$ cat config.mk
export PLATFORM = sky130hd
export DESIGN_NAME = ctrl_ramdrv_coefgen_flat
export DESIGN_NICKNAME = d
export VERILOG_FILES = /design/src/rtl/ctrl_ramdrv_coefgen_pkg.sv /design/src/rtl/ctrl_ramdrv_coefgen_if.sv /design/src/rtl/ctrl_ramdrv_coefcfg.sv /design/src/rtl/ctrl_ramdrv_coefgen.sv /design/src/flat_wrapper.sv
export SDC_FILE = /design/constraint.sdc
export NUM_CORES = 1
export LEC_CHECK = 0
export BUFFER_PORTS_ARGS = -buffer_cell sky130_fd_sc_hd__buf_2
export CELL_PAD_IN_SITES_DETAIL_PLACEMENT = 0
export CELL_PAD_IN_SITES_GLOBAL_PLACEMENT = 1
export CORE_MARGIN = 2
export CORE_UTILIZATION = 35
export CTS_CLUSTER_DIAMETER = 60
export DETAILED_ROUTE_END_ITERATION = 10
export MAX_ROUTING_LAYER = met4
export PLACE_DENSITY = 0.66
export SLEW_MARGIN = 20
export SYNTH_ARGS = -nofsm -noshare
export SYNTH_HDL_FRONTEND = slang
export SYNTH_SLANG_ARGS = --single-unit
$ cat constraint.sdc
create_clock -name clk -period 4.3 [get_ports clk]
set_clock_uncertainty 0.05 [all_clocks]
set_input_delay 0.645 -clock clk [delete_from_list [all_inputs] [get_ports clk]]
set_output_delay 0.645 -clock clk [all_outputs]
set_load 0.005 [all_outputs]
$ cat src/rtl/ctrl_ramdrv_coefgen_pkg.sv
// Shared controller package for the coefficient address generator: FSM encoding,
// channel-select width derivation and config register reset value.
package ctrl_ramdrv_coefgen_pkg;

    typedef enum logic [1:0] {
        ST_IDLE = 2'd0,
        ST_RUN  = 2'd1,
        ST_DONE = 2'd2
    } state_t;

    localparam int CFG_RST_VAL = 0;

    // A single channel still needs a one-bit select so port widths never collapse to zero.
    function automatic int ch_width_f(input int ch_num);
        return (ch_num > 1) ? $clog2(ch_num) : 1;
    endfunction

endpackage

$ cat src/rtl/ctrl_ramdrv_coefgen_if.sv
// Sequencer/CPU-facing bundle of the coefficient address generator.
// master = sequencer/config side, slave = ctrl_ramdrv_coefgen.
interface ctrl_ramdrv_coefgen_if
    import ctrl_ramdrv_coefgen_pkg::*;
#(
    parameter int ADDR_WIDTH = 12,
    parameter int CH_NUM     = 4,
    parameter int LEN_WIDTH  = 8
);
    localparam int CH_WIDTH = ch_width_f(CH_NUM);

    logic                  cfg_we;
    logic [CH_WIDTH-1:0]   cfg_ch;
    logic [ADDR_WIDTH-1:0] cfg_base;
    logic [LEN_WIDTH-1:0]  cfg_len;
    logic                  start;
    logic [CH_WIDTH-1:0]   ch_sel;
    logic                  en;
    logic [ADDR_WIDTH-1:0] coef_addr;
    logic                  coef_vld;
    logic                  coef_last;
    logic                  busy;
    logic                  done;
    logic                  err;

    modport master (
        output cfg_we, cfg_ch, cfg_base, cfg_len, start, ch_sel, en,
        input  coef_addr, coef_vld, coef_last, busy, done, err
    );

    modport slave (
        input  cfg_we, cfg_ch, cfg_base, cfg_len, start, ch_sel, en,
        output coef_addr, coef_vld, coef_last, busy, done, err
    );

endinterface

$ cat src/rtl/ctrl_ramdrv_coefcfg.sv
// Per-channel base/len register file with one write port and a channel-select read mux.
// Out-of-range channels are never written and read back as zero (a len=0 window).
module ctrl_ramdrv_coefcfg
    import ctrl_ramdrv_coefgen_pkg::*;
#(
    parameter int ADDR_WIDTH = 12,
    parameter int LEN_WIDTH  = 8,
    parameter int CH_NUM     = 4,
    parameter int CH_WIDTH   = ch_width_f(CH_NUM)
) (
    input  logic                  clk,
    input  logic                  clr,
    input  logic                  we,
    input  logic [CH_WIDTH-1:0]   wr_ch,
    input  logic [ADDR_WIDTH-1:0] wr_base,
    input  logic [LEN_WIDTH-1:0]  wr_len,
    input  logic [CH_WIDTH-1:0]   rd_ch,
    output logic [ADDR_WIDTH-1:0] rd_base,
    output logic [LEN_WIDTH-1:0]  rd_len
);

    logic [ADDR_WIDTH-1:0] base_q [CH_NUM];
    logic [LEN_WIDTH-1:0]  len_q  [CH_NUM];

    always_ff @(negedge clk or posedge clr) begin
        if (clr) begin
            for (int i = 0; i < CH_NUM; i++) begin
                base_q[i] <= ADDR_WIDTH'(CFG_RST_VAL);
                len_q[i]  <= LEN_WIDTH'(CFG_RST_VAL);
            end
        end else begin
            for (int i = 0; i < CH_NUM; i++) begin
                if (we && (wr_ch == CH_WIDTH'(i))) begin
                    base_q[i] <= wr_base;
                    len_q[i]  <= wr_len;
                end
            end
        end
    end

    always_comb begin
        rd_base = '0;
        rd_len  = '0;
        for (int i = 0; i < CH_NUM; i++) begin
            if (rd_ch == CH_WIDTH'(i)) begin
                rd_base = base_q[i];
                rd_len  = len_q[i];
            end
        end
    end

endmodule

$ cat src/rtl/ctrl_ramdrv_coefgen.sv
// Multi-channel coefficient address generator: walks a channel's base/len window one
// address per enabled cycle. Optional sticky error detection under `COEFGEN_ERR_EN.
module ctrl_ramdrv_coefgen
    import ctrl_ramdrv_coefgen_pkg::*;
#(
    parameter int ADDR_WIDTH = 12,
    parameter int CH_NUM     = 4,
    parameter int LEN_WIDTH  = 8
) (
    input logic                 clk,
    input logic                 clr,
    ctrl_ramdrv_coefgen_if.slave bus
);

    localparam int CH_WIDTH = ch_width_f(CH_NUM);
    localparam logic [LEN_WIDTH-1:0]  LEN_ONE  = LEN_WIDTH'(1);
    localparam logic [ADDR_WIDTH-1:0] ADDR_ONE = ADDR_WIDTH'(1);

    state_t                state;
    logic [LEN_WIDTH-1:0]  idx;
    logic [LEN_WIDTH-1:0]  last_idx;
    logic [ADDR_WIDTH-1:0] addr_q;
    logic                  vld_q;
    logic                  last_q;
    logic                  busy_q;
    logic                  done_q;
    logic [ADDR_WIDTH-1:0] sel_base;
    logic [LEN_WIDTH-1:0]  sel_len;

    ctrl_ramdrv_coefcfg #(
        .ADDR_WIDTH (ADDR_WIDTH),
        .LEN_WIDTH  (LEN_WIDTH),
        .CH_NUM     (CH_NUM),
        .CH_WIDTH   (CH_WIDTH)
    ) u_cfg (
        .clk     (clk),
        .clr     (clr),
        .we      (bus.cfg_we),
        .wr_ch   (bus.cfg_ch),
        .wr_base (bus.cfg_base),
        .wr_len  (bus.cfg_len),
        .rd_ch   (bus.ch_sel),
        .rd_base (sel_base),
        .rd_len  (sel_len)
    );

    // Working copies of base/len are taken at start, so config writes never disturb a live walk.
    always_ff @(negedge clk or posedge clr) begin
        if (clr) begin
            state    <= ST_IDLE;
            idx      <= '0;
            last_idx <= '0;
            addr_q   <= '0;
            vld_q    <= 1'b0;
            last_q   <= 1'b0;
            busy_q   <= 1'b0;
            done_q   <= 1'b0;
        end else begin
            case (state)
                ST_IDLE, ST_DONE: begin
                    state  <= ST_IDLE;
                    done_q <= 1'b0;
                    if (bus.start) begin
                        if (sel_len != '0) begin
                            state    <= ST_RUN;
                            addr_q   <= sel_base;
                            idx      <= '0;
                            last_idx <= sel_len - LEN_ONE;
                            vld_q    <= 1'b1;
                            busy_q   <= 1'b1;
                            last_q   <= (sel_len == LEN_ONE);
                        end else begin
                            state  <= ST_DONE;
                            done_q <= 1'b1;
                        end
                    end
                end
                ST_RUN: begin
                    if (bus.en) begin
                        if (idx == last_idx) begin
                            state  <= ST_DONE;
                            done_q <= 1'b1;
                            vld_q  <= 1'b0;
                            busy_q <= 1'b0;
                            last_q <= 1'b0;
                        end else begin
                            idx    <= idx + LEN_ONE;
                            addr_q <= addr_q + ADDR_ONE;
                            last_q <= ((idx + LEN_ONE) == last_idx);
                        end
                    end
                end
                default: state <= ST_IDLE;
            endcase
        end
    end

    assign bus.coef_addr = addr_q;
    assign bus.coef_vld  = vld_q;
    assign bus.coef_last = last_q;
    assign bus.busy      = busy_q;
    assign bus.done      = done_q;

`ifdef COEFGEN_ERR_EN
    localparam int SPAN_W = ADDR_WIDTH + LEN_WIDTH + 1;

    logic              err_q;
    logic [SPAN_W-1:0] span_end;
    logic              start_wrap;
    logic              start_in_run;
    logic              cfg_bad;
    logic              sel_bad;

    // Last tap address computed wide enough that any carry out of ADDR_WIDTH is visible.
    assign span_end     = SPAN_W'(sel_base) + SPAN_W'(sel_len) - SPAN_W'(1);
    assign start_wrap   = bus.start && (state != ST_RUN) && (sel_len != '0) &&
                          (span_end[SPAN_W-1:ADDR_WIDTH] != '0);
    assign start_in_run = bus.start && (state == ST_RUN);
    assign cfg_bad      = bus.cfg_we && (int'(bus.cfg_ch) >= CH_NUM);
    assign sel_bad      = bus.start && (int'(bus.ch_sel) >= CH_NUM);

    always_ff @(negedge clk or posedge clr) begin
        if (clr) begin
            err_q <= 1'b0;
        end else if (start_wrap || start_in_run || cfg_bad || sel_bad) begin
            err_q <= 1'b1;
        end
    end

    assign bus.err = err_q;
`else
    assign bus.err = 1'b0;
`endif

endmodule

$ cat src/flat_wrapper.sv
// flat-port wrapper written by rule: the top's interface ports become plain ports
module ctrl_ramdrv_coefgen_flat import ctrl_ramdrv_coefgen_pkg::*;
#(
    parameter int ADDR_WIDTH = 12,
    parameter int CH_NUM     = 4,
    parameter int LEN_WIDTH  = 8
)
  (clk, clr, bus_cfg_we, bus_cfg_ch, bus_cfg_base, bus_cfg_len, bus_start, bus_ch_sel, bus_en, bus_coef_addr, bus_coef_vld, bus_coef_last, bus_busy, bus_done, bus_err);
  ctrl_ramdrv_coefgen_if #(.ADDR_WIDTH(ADDR_WIDTH), .CH_NUM(CH_NUM), .LEN_WIDTH(LEN_WIDTH)) bus_i ();
  input logic clk;
  input logic clr;
  input wire logic [$bits(bus_i.cfg_we)-1:0] bus_cfg_we;
  input wire logic [$bits(bus_i.cfg_ch)-1:0] bus_cfg_ch;
  input wire logic [$bits(bus_i.cfg_base)-1:0] bus_cfg_base;
  input wire logic [$bits(bus_i.cfg_len)-1:0] bus_cfg_len;
  input wire logic [$bits(bus_i.start)-1:0] bus_start;
  input wire logic [$bits(bus_i.ch_sel)-1:0] bus_ch_sel;
  input wire logic [$bits(bus_i.en)-1:0] bus_en;
  output wire logic [$bits(bus_i.coef_addr)-1:0] bus_coef_addr;
  output wire logic [$bits(bus_i.coef_vld)-1:0] bus_coef_vld;
  output wire logic [$bits(bus_i.coef_last)-1:0] bus_coef_last;
  output wire logic [$bits(bus_i.busy)-1:0] bus_busy;
  output wire logic [$bits(bus_i.done)-1:0] bus_done;
  output wire logic [$bits(bus_i.err)-1:0] bus_err;
  assign bus_i.cfg_we = bus_cfg_we;
  assign bus_i.cfg_ch = bus_cfg_ch;
  assign bus_i.cfg_base = bus_cfg_base;
  assign bus_i.cfg_len = bus_cfg_len;
  assign bus_i.start = bus_start;
  assign bus_i.ch_sel = bus_ch_sel;
  assign bus_i.en = bus_en;
  assign bus_coef_addr = bus_i.coef_addr;
  assign bus_coef_vld = bus_i.coef_vld;
  assign bus_coef_last = bus_i.coef_last;
  assign bus_busy = bus_i.busy;
  assign bus_done = bus_i.done;
  assign bus_err = bus_i.err;
  ctrl_ramdrv_coefgen #(.ADDR_WIDTH(ADDR_WIDTH), .CH_NUM(CH_NUM), .LEN_WIDTH(LEN_WIDTH)) u_core (.clk(clk), .clr(clr), .bus(bus_i));
endmodule
==> flow_summary_export.csv, run 1 <==
group,metric,value,unit
layout,fin_cells,750,
sta,hold_viol_final,0,
logic_synthesis,synth_area,5549,um^2
logic_synthesis,synth_flop_cell,"dfrtn_1",
sta,setup_viol,33,
layout,fill_cells,1446,
layout,layout.nets,556,
logic_synthesis,ys_types,51,
logic_synthesis,ys_ff_latch,113,
cts,cts_num_sinks,113,
pwr,ir_drop,0.0003187,V
cts,cts_tree,"built",
pwr,power_leakage,3.005,nW
cts,clock_latency,0.39,ns
outcome,violations,"setup timing",
place,port_buffers,44,
logic_synthesis,yosysMostFrequentCell,"dfrtn_1",
die,core_area,15710,um^2
place,gp_congestion,0.8227,
sta,fin_ws,-0.2629,ns
detailed_routing,routedWlPerCell,16.98,um
critical_path,cp-end-kind,"register",
global_route,grt_pass1_wl,20.97,mm
cts,cts_max_level,4,
detailed_routing,dr_total_vias,3778,
sta,tightest_slew,0.8678,ns
hold_path,hp-class,"reg -> reg",
detailed_routing,routed_wl,12.73,mm
critical_path,reg2reg_depth,6,
global_route,grt_usage,16.97,%
sta,fin_tns_setup,-6.190,ns
layout,area_growth,27.40,%
layout,diodes,0,
critical_path,required,2.33,ns
place,dp_hpwl,8.854,mm
critical_path,worstPathArrival,2.59,ns
logic_synthesis,yosys_warnings,0,
detailed_routing,drtIter0Drc,208,
place,placed_cells,709,
logic_synthesis,ys_seq_area_share,50.96,%
global_route,grt_max_degree,48,
logic_synthesis,yosys-top-cells-count,"dfrtn_1, mux2_2, a21oi_1, nor2_1, nand2_1",
global_route,grt_antenna_before_repair,0,
logic_synthesis,synth-edff-count,0,
global_route,first_global_vias,3960,
cts,cts_buffer_depth,2,
die,die_area,16880,um^2
detailed_routing,drc,0,
logic_synthesis,synthArstFlopShare,100.0,%
die,io-pin-count,46,
logic_synthesis,synth_top_area_cell,"dfrtn_1",
pwr,cellPowerDensity,573.0,nW/um^2
cts,cts_root_buf,"clkbuf_16",
detailed_routing,dr.pass1.iters,4,
die,fp.dieH,129.9,um
hold_path,min_path_cells,1,
critical_path,startpoint_type,"input port",
layout,multiInputGateArea,2695,um^2
layout,final_area,7069,um^2
critical_path,cp_max_fo,7,
detailed_routing,vias_per_cell,5.037,
logic_synthesis,syn-num-nets,475,
logic_synthesis,synth_top_area_share,50.96,%
cts,cts_buffers,17,
global_route,grt_overflow_total,0,
layout,drive_gt1_share,47.00,%
place,placed_area,6281,um^2
sta,slew_headroom,41.94,%
outcome,status,"finished with violations",
logic_synthesis,netlist_instances,441,
die,die_w,129.9,um
layout,seqCellArea,2828,um^2
logic_synthesis,synth.area.top_cells,"dfrtn_1, mux2_2, mux4_2, a21oi_1, xnor2_1",
detailed_routing,ant_nets,0,
critical_path,criticalPathCategory,"in -> reg",
die,start_util,35.32,%
pwr,power.total,4.051,mW
run,cap_violations,0,
cts,clkSlewWorstSetupHoldPaths,0.04,ns
die,row_count,46,
sta,finalMaxSlewViolations,0,
logic_synthesis,synth_area_per_cell,12.58,um^2
sta,rsz0062_at_grt,"yes",
place,post-place-ws,-0.7408,ns
[registers in the layout (all words and copies together), names as in the netlist]
signal	count
u_core.bus.coef_last	1
u_core.bus.coef_addr	12
u_core.last_idx	8
u_core.state	2
u_core.u_cfg.base_q	48
u_core.u_cfg.len_q	32
u_core.idx	8
u_core.bus.done	1
u_core.bus.busy	1
[cells in the final DEF, fill, tap and decap left out, drive strengths merged, types with 9 or more instances in the layout]
| cell | Yosys | final |
|---|---|---|
| clkbuf | 18 | 24 |
| nand2 | 21 | 21 |
| buf | 9 | 88 |
| o22ai | 9 | 9 |
| dfrtn | 113 | 113 |
| nor2 | 22 | 22 |
| inv | 11 | 10 |
| mux2 | 80 | 80 |
| xnor2 | 15 | 15 |
| o21ai | 14 | 14 |
| nand3 | 11 | 11 |
| a21oi | 28 | 29 |
| mux4 | 20 | 20 |
[metrics by stage]
stage	hold slack, ns	util [%]
3_5_place_dp	0.3981	39.97
3_3_place_gp	0.3924	39.97
5_1_grt	0.4108	44.99
4_1_cts	0.3979	44.08
2_1_floorplan	0.3736	-
6_report	0.3946	44.99
[report_power, final]
part           switching, mW  total (mW)  internal (mW)
combinational          0.558        1.19          0.628
sequential             0.236        1.59           1.36
clock                  0.458        1.27          0.813
total                   1.25        4.05           2.80
[cell families after synthesis]
kind of cell	count (synthesis)	share of synthesized area [%]
other	1	0.06758
adders and majority gates	5	1.127
AOI/OAI and AO/OA	77	8.929
and+or+nand+nor	83	7.418
xor gates and xnor gates	22	3.472
buffers and inverters	38	3.314
muxes	102	24.71
DFF	113	50.96
[routing by layer]
metal / routed length [um] / global-route usage [%]
met1: 5958 / 21.93
met4: 211 / 6.768
met2: 6172 / 26.46
met5: 0 / -
met3: 390 / 3.280
[worst paths after layout]
kind,startpoint,end,slack (ns)
hold reg to reg,u_core.u_cfg.base_q[13]$_DFFE_NP0P_,u_core.u_cfg.base_q[13]$_DFFE_NP0P_,0.39
setup reg to reg,u_core.idx[4]$_DFFE_NP0P_,u_core.bus.coef_addr[4]$_DFFE_NP0P_,1.55
max in group asynchronous,clr,u_core.u_cfg.len_q[23]$_DFFE_NP0P_,1.28
min in group asynchronous,clr,u_core.bus.coef_addr[0]$_DFFE_NP0P_,2.22
hold / removal,u_core.u_cfg.base_q[13]$_DFFE_NP0P_,u_core.u_cfg.base_q[13]$_DFFE_NP0P_,0.39
setup / recovery,bus_ch_sel[1],u_core.bus.coef_addr[1]$_DFFE_NP0P_,-0.26
[area by class of cell]
cell class	instances	share of cell area, %
Clock inverter	7	0.8496
Clock buffer	24	6.673
Timing Repair Buffer	88	9.894
Tap cell	216	3.823
Multi-Input combinational cell	291	38.12
Sequential cell	113	40.00
Inverter	11	0.6372
[worst max-delay path: stages]
cell and delay (ns):
buf_8 0.09, buf_12 0.12, mux4_2 0.51, or3_4 0.42
o31a_1 0.39, a21boi_4 0.20, nor2_1 0.16, a31oi_1 0.05
[timing repair]
action / in CTS / in global routing
gates resized for setup: 19 / 26
pin swaps: 8 / 6
hold buffers: 0 / 0
cloned: 1 / 0
setup buffers: 4 / 6
endpoints found under the setup margin: 33 / 33
Note: power is estimated with default switching activity, not from simulation.
==> run 2: changes to the inputs <==
PLACE_DENSITY = 0.68   (was 0.66)
clock period = 3.7 ns   (was 4.3 ns; I/O delays follow)
==> run 2 against run 1 <==
The flow still finishes with violations (setup timing). Sequential cell count stayed put. Worst hold slack better by 0.0027 ns. Die area stayed put. Count of clock-buffer cells in the layout is 5 lower. Final cell count is 1.6% higher. Combinational power is 12% higher. Core utilization is 0.58 points higher. Register-to-register slack worse by 0.22 ns. Highest routed layer unchanged. Critical endpoint unchanged.
==> flow_summary_export.csv, run 2 (same netlist as run 1, synthesis figures left out) <==
group,metric,value,unit
critical_path,critPathMaxStageDelay,0.50,ns
sta,setup_viol,33,
place,port_buffers,44,
hold_path,min_path_cells,1,
sta,hold_viol_final,0,
sta,slew_headroom,55.59,%
detailed_routing,dr_total_vias,3896,
detailed_routing,vias_per_cell,5.113,
critical_path,r2r_start,"u_core.idx[4]$_DFFE_NP0P_",
cts,clock_latency,0.39,ns
cts,cts_tree,"built",
global_route,grt_max_degree,66,
critical_path,startpoint_type,"input port",
cts,cts_num_sinks,113,
layout,mostFrequentLayoutCells,"dfrtn_1, mux2_2, buf_2",
global_route,grt_antenna_before_repair,2,
layout,area_growth,29.04,%
detailed_routing,ant_nets,0,
critical_path,rrSetupSlack,1.33,ns
run,cap_violations,0,
die,die_area,16880,um^2
die,die_w,129.9,um
die,row_count,46,
cts,cts_buffers,17,
critical_path,cp_max_fo,6,
critical_path,reg2reg_depth,6,
cts,cts_root_buf,"clkbuf_16",
sta,fin_ws,-0.4120,ns
critical_path,worstPathArrival,2.44,ns
detailed_routing,routedWlPerCell,16.81,um
cts,cts_max_level,4,
hold_path,whs_endpoint,"u_core.u_cfg.base_q[16]$_DFFE_NP0P_",
detailed_routing,routed_wl,12.81,mm
outcome,violations,"setup timing",
pwr,power.total,4.895,mW
die,core_area,15710,um^2
sta,tightest_slew,0.6662,ns
layout,drive_gt1_share,47.43,%
detailed_routing,dr.pass1.iters,6,
critical_path,path_cells,"buf_8 > buf_6 > mux4_2 > or3_4 > o31a_1 > a21boi_4 > nor2_1 > a31oi_1",
layout,layout.nets,565,
global_route,grt_pass1_wl,20.73,mm
critical_path,criticalPathCategory,"in -> reg",
pwr,power_leakage,3.055,nW
global_route,grt_usage,16.55,%
detailed_routing,drtIter0Drc,354,
die,io-pin-count,46,
critical_path,slowest_stage,"mux4_2",
critical_path,worst_r2r_endpoint,"u_core.idx[4]$_DFFE_NP0P_",
layout,largest_register,"u_core.u_cfg.base_q",
layout,final_common_cell,"dfrtn_1",
sta,finalMaxSlewViolations,0,
die,fp.dieH,129.9,um
hold_path,hp-class,"reg -> reg",
place,post-place-ws,-0.9011,ns
outcome,status,"finished with violations",
global_route,grt_overflow_total,0,
place,gp_congestion,0.8473,
hold_path,holdCritStartpoint,"u_core.u_cfg.base_q[16]$_DFFE_NP0P_",
detailed_routing,drc,0,
cts,clkSlewWorstSetupHoldPaths,0.04,ns
pwr,cellPowerDensity,683.5,nW/um^2
critical_path,critPathTopFamily,"compound AO/OA/AOI/OAI gates",
cts,cts_buffer_depth,2,
cts,postCtsHoldBufs,0,
pwr,ir_drop,0.0004026,V
place,dp_hpwl,8.756,mm
global_route,first_global_vias,4013,
critical_path,worst-path-buf-inv,2,
critical_path,required,2.03,ns
layout,largest_register_ffs,48,
sta,rsz0062_at_grt,"yes",
critical_path,cp-end-kind,"register",
die,start_util,35.32,%
layout,fin_cells,762,
place,placed_cells,715,
run 2: what timing repair did:
item                       CTS  global route
gates resized for setup     27             2
setup endpoints to repair   33            33
buffers inserted             9             2
cloned                       2             0
pin swaps                   10             1
run 2: power breakdown:
part           internal [mW]  switching, mW  total (mW)  leakage (nW)
combinational          0.717          0.613        1.33          1.42
clock                   1.13          0.578        1.71         0.301
sequential              1.58          0.281        1.86          1.34
run 2: per-layer routing:
layer | vias to the layer above | GRT usage (%) | routed length (um)
li1 | 1810 | - | -
met2 | 86 | 25.84 | 6205
met5 | - | - | 0
met3 | 21 | 4.141 | 451
met1 | 1979 | 21.07 | 5901
met4 | 0 | 5.819 | 255
run 2: area by class of cell:
type | instances | area (um^2)
Fill cell | 1426 | 8552
Sequential cell | 113 | 2828
Multi-Input combinational cell | 291 | 2640
Timing Repair Buffer | 97 | 753.2
Clock buffer | 19 | 432.9
Tap cell | 216 | 270.3
Clock inverter | 13 | 186.4
Inverter | 11 | 45.04
Antenna cell | 2 | 5.005
run 2: how the worst max path moves through the flow:
stage,from,end,depth (start not counted)
5_1_grt,bus_ch_sel[0],u_core.bus.coef_addr[1]$_DFFE_NP0P_,9
3_3_place_gp,bus_ch_sel[1],u_core.bus.coef_addr[7]$_DFFE_NP0P_,8
3_5_place_dp,bus_ch_sel[1],u_core.bus.coef_addr[4]$_DFFE_NP0P_,9
4_1_cts,bus_ch_sel[1],u_core.bus.coef_addr[1]$_DFFE_NP0P_,8
6_report,bus_ch_sel[1],u_core.bus.coef_addr[1]$_DFFE_NP0P_,8
2_1_floorplan,bus_ch_sel[0],u_core.bus.coef_addr[0]$_DFFE_NP0P_,9
run 2: through the flow:
stage / hold slack, ns / utilization, % / setup TNS (ns) / cell area, um^2
after detailed placement: 0.3991 / 40.26 / -27.02 / 6326
final: 0.3973 / 45.57 / -11.22 / 7161
after floorplan: 0.3736 / - / -23.66 / 5602
after global routing: 0.4046 / 45.57 / -13.08 / 7161
after CTS: 0.3989 / 45.39 / -10.80 / 7132
after global placement: 0.3919 / 40.26 / -26.18 / 6326
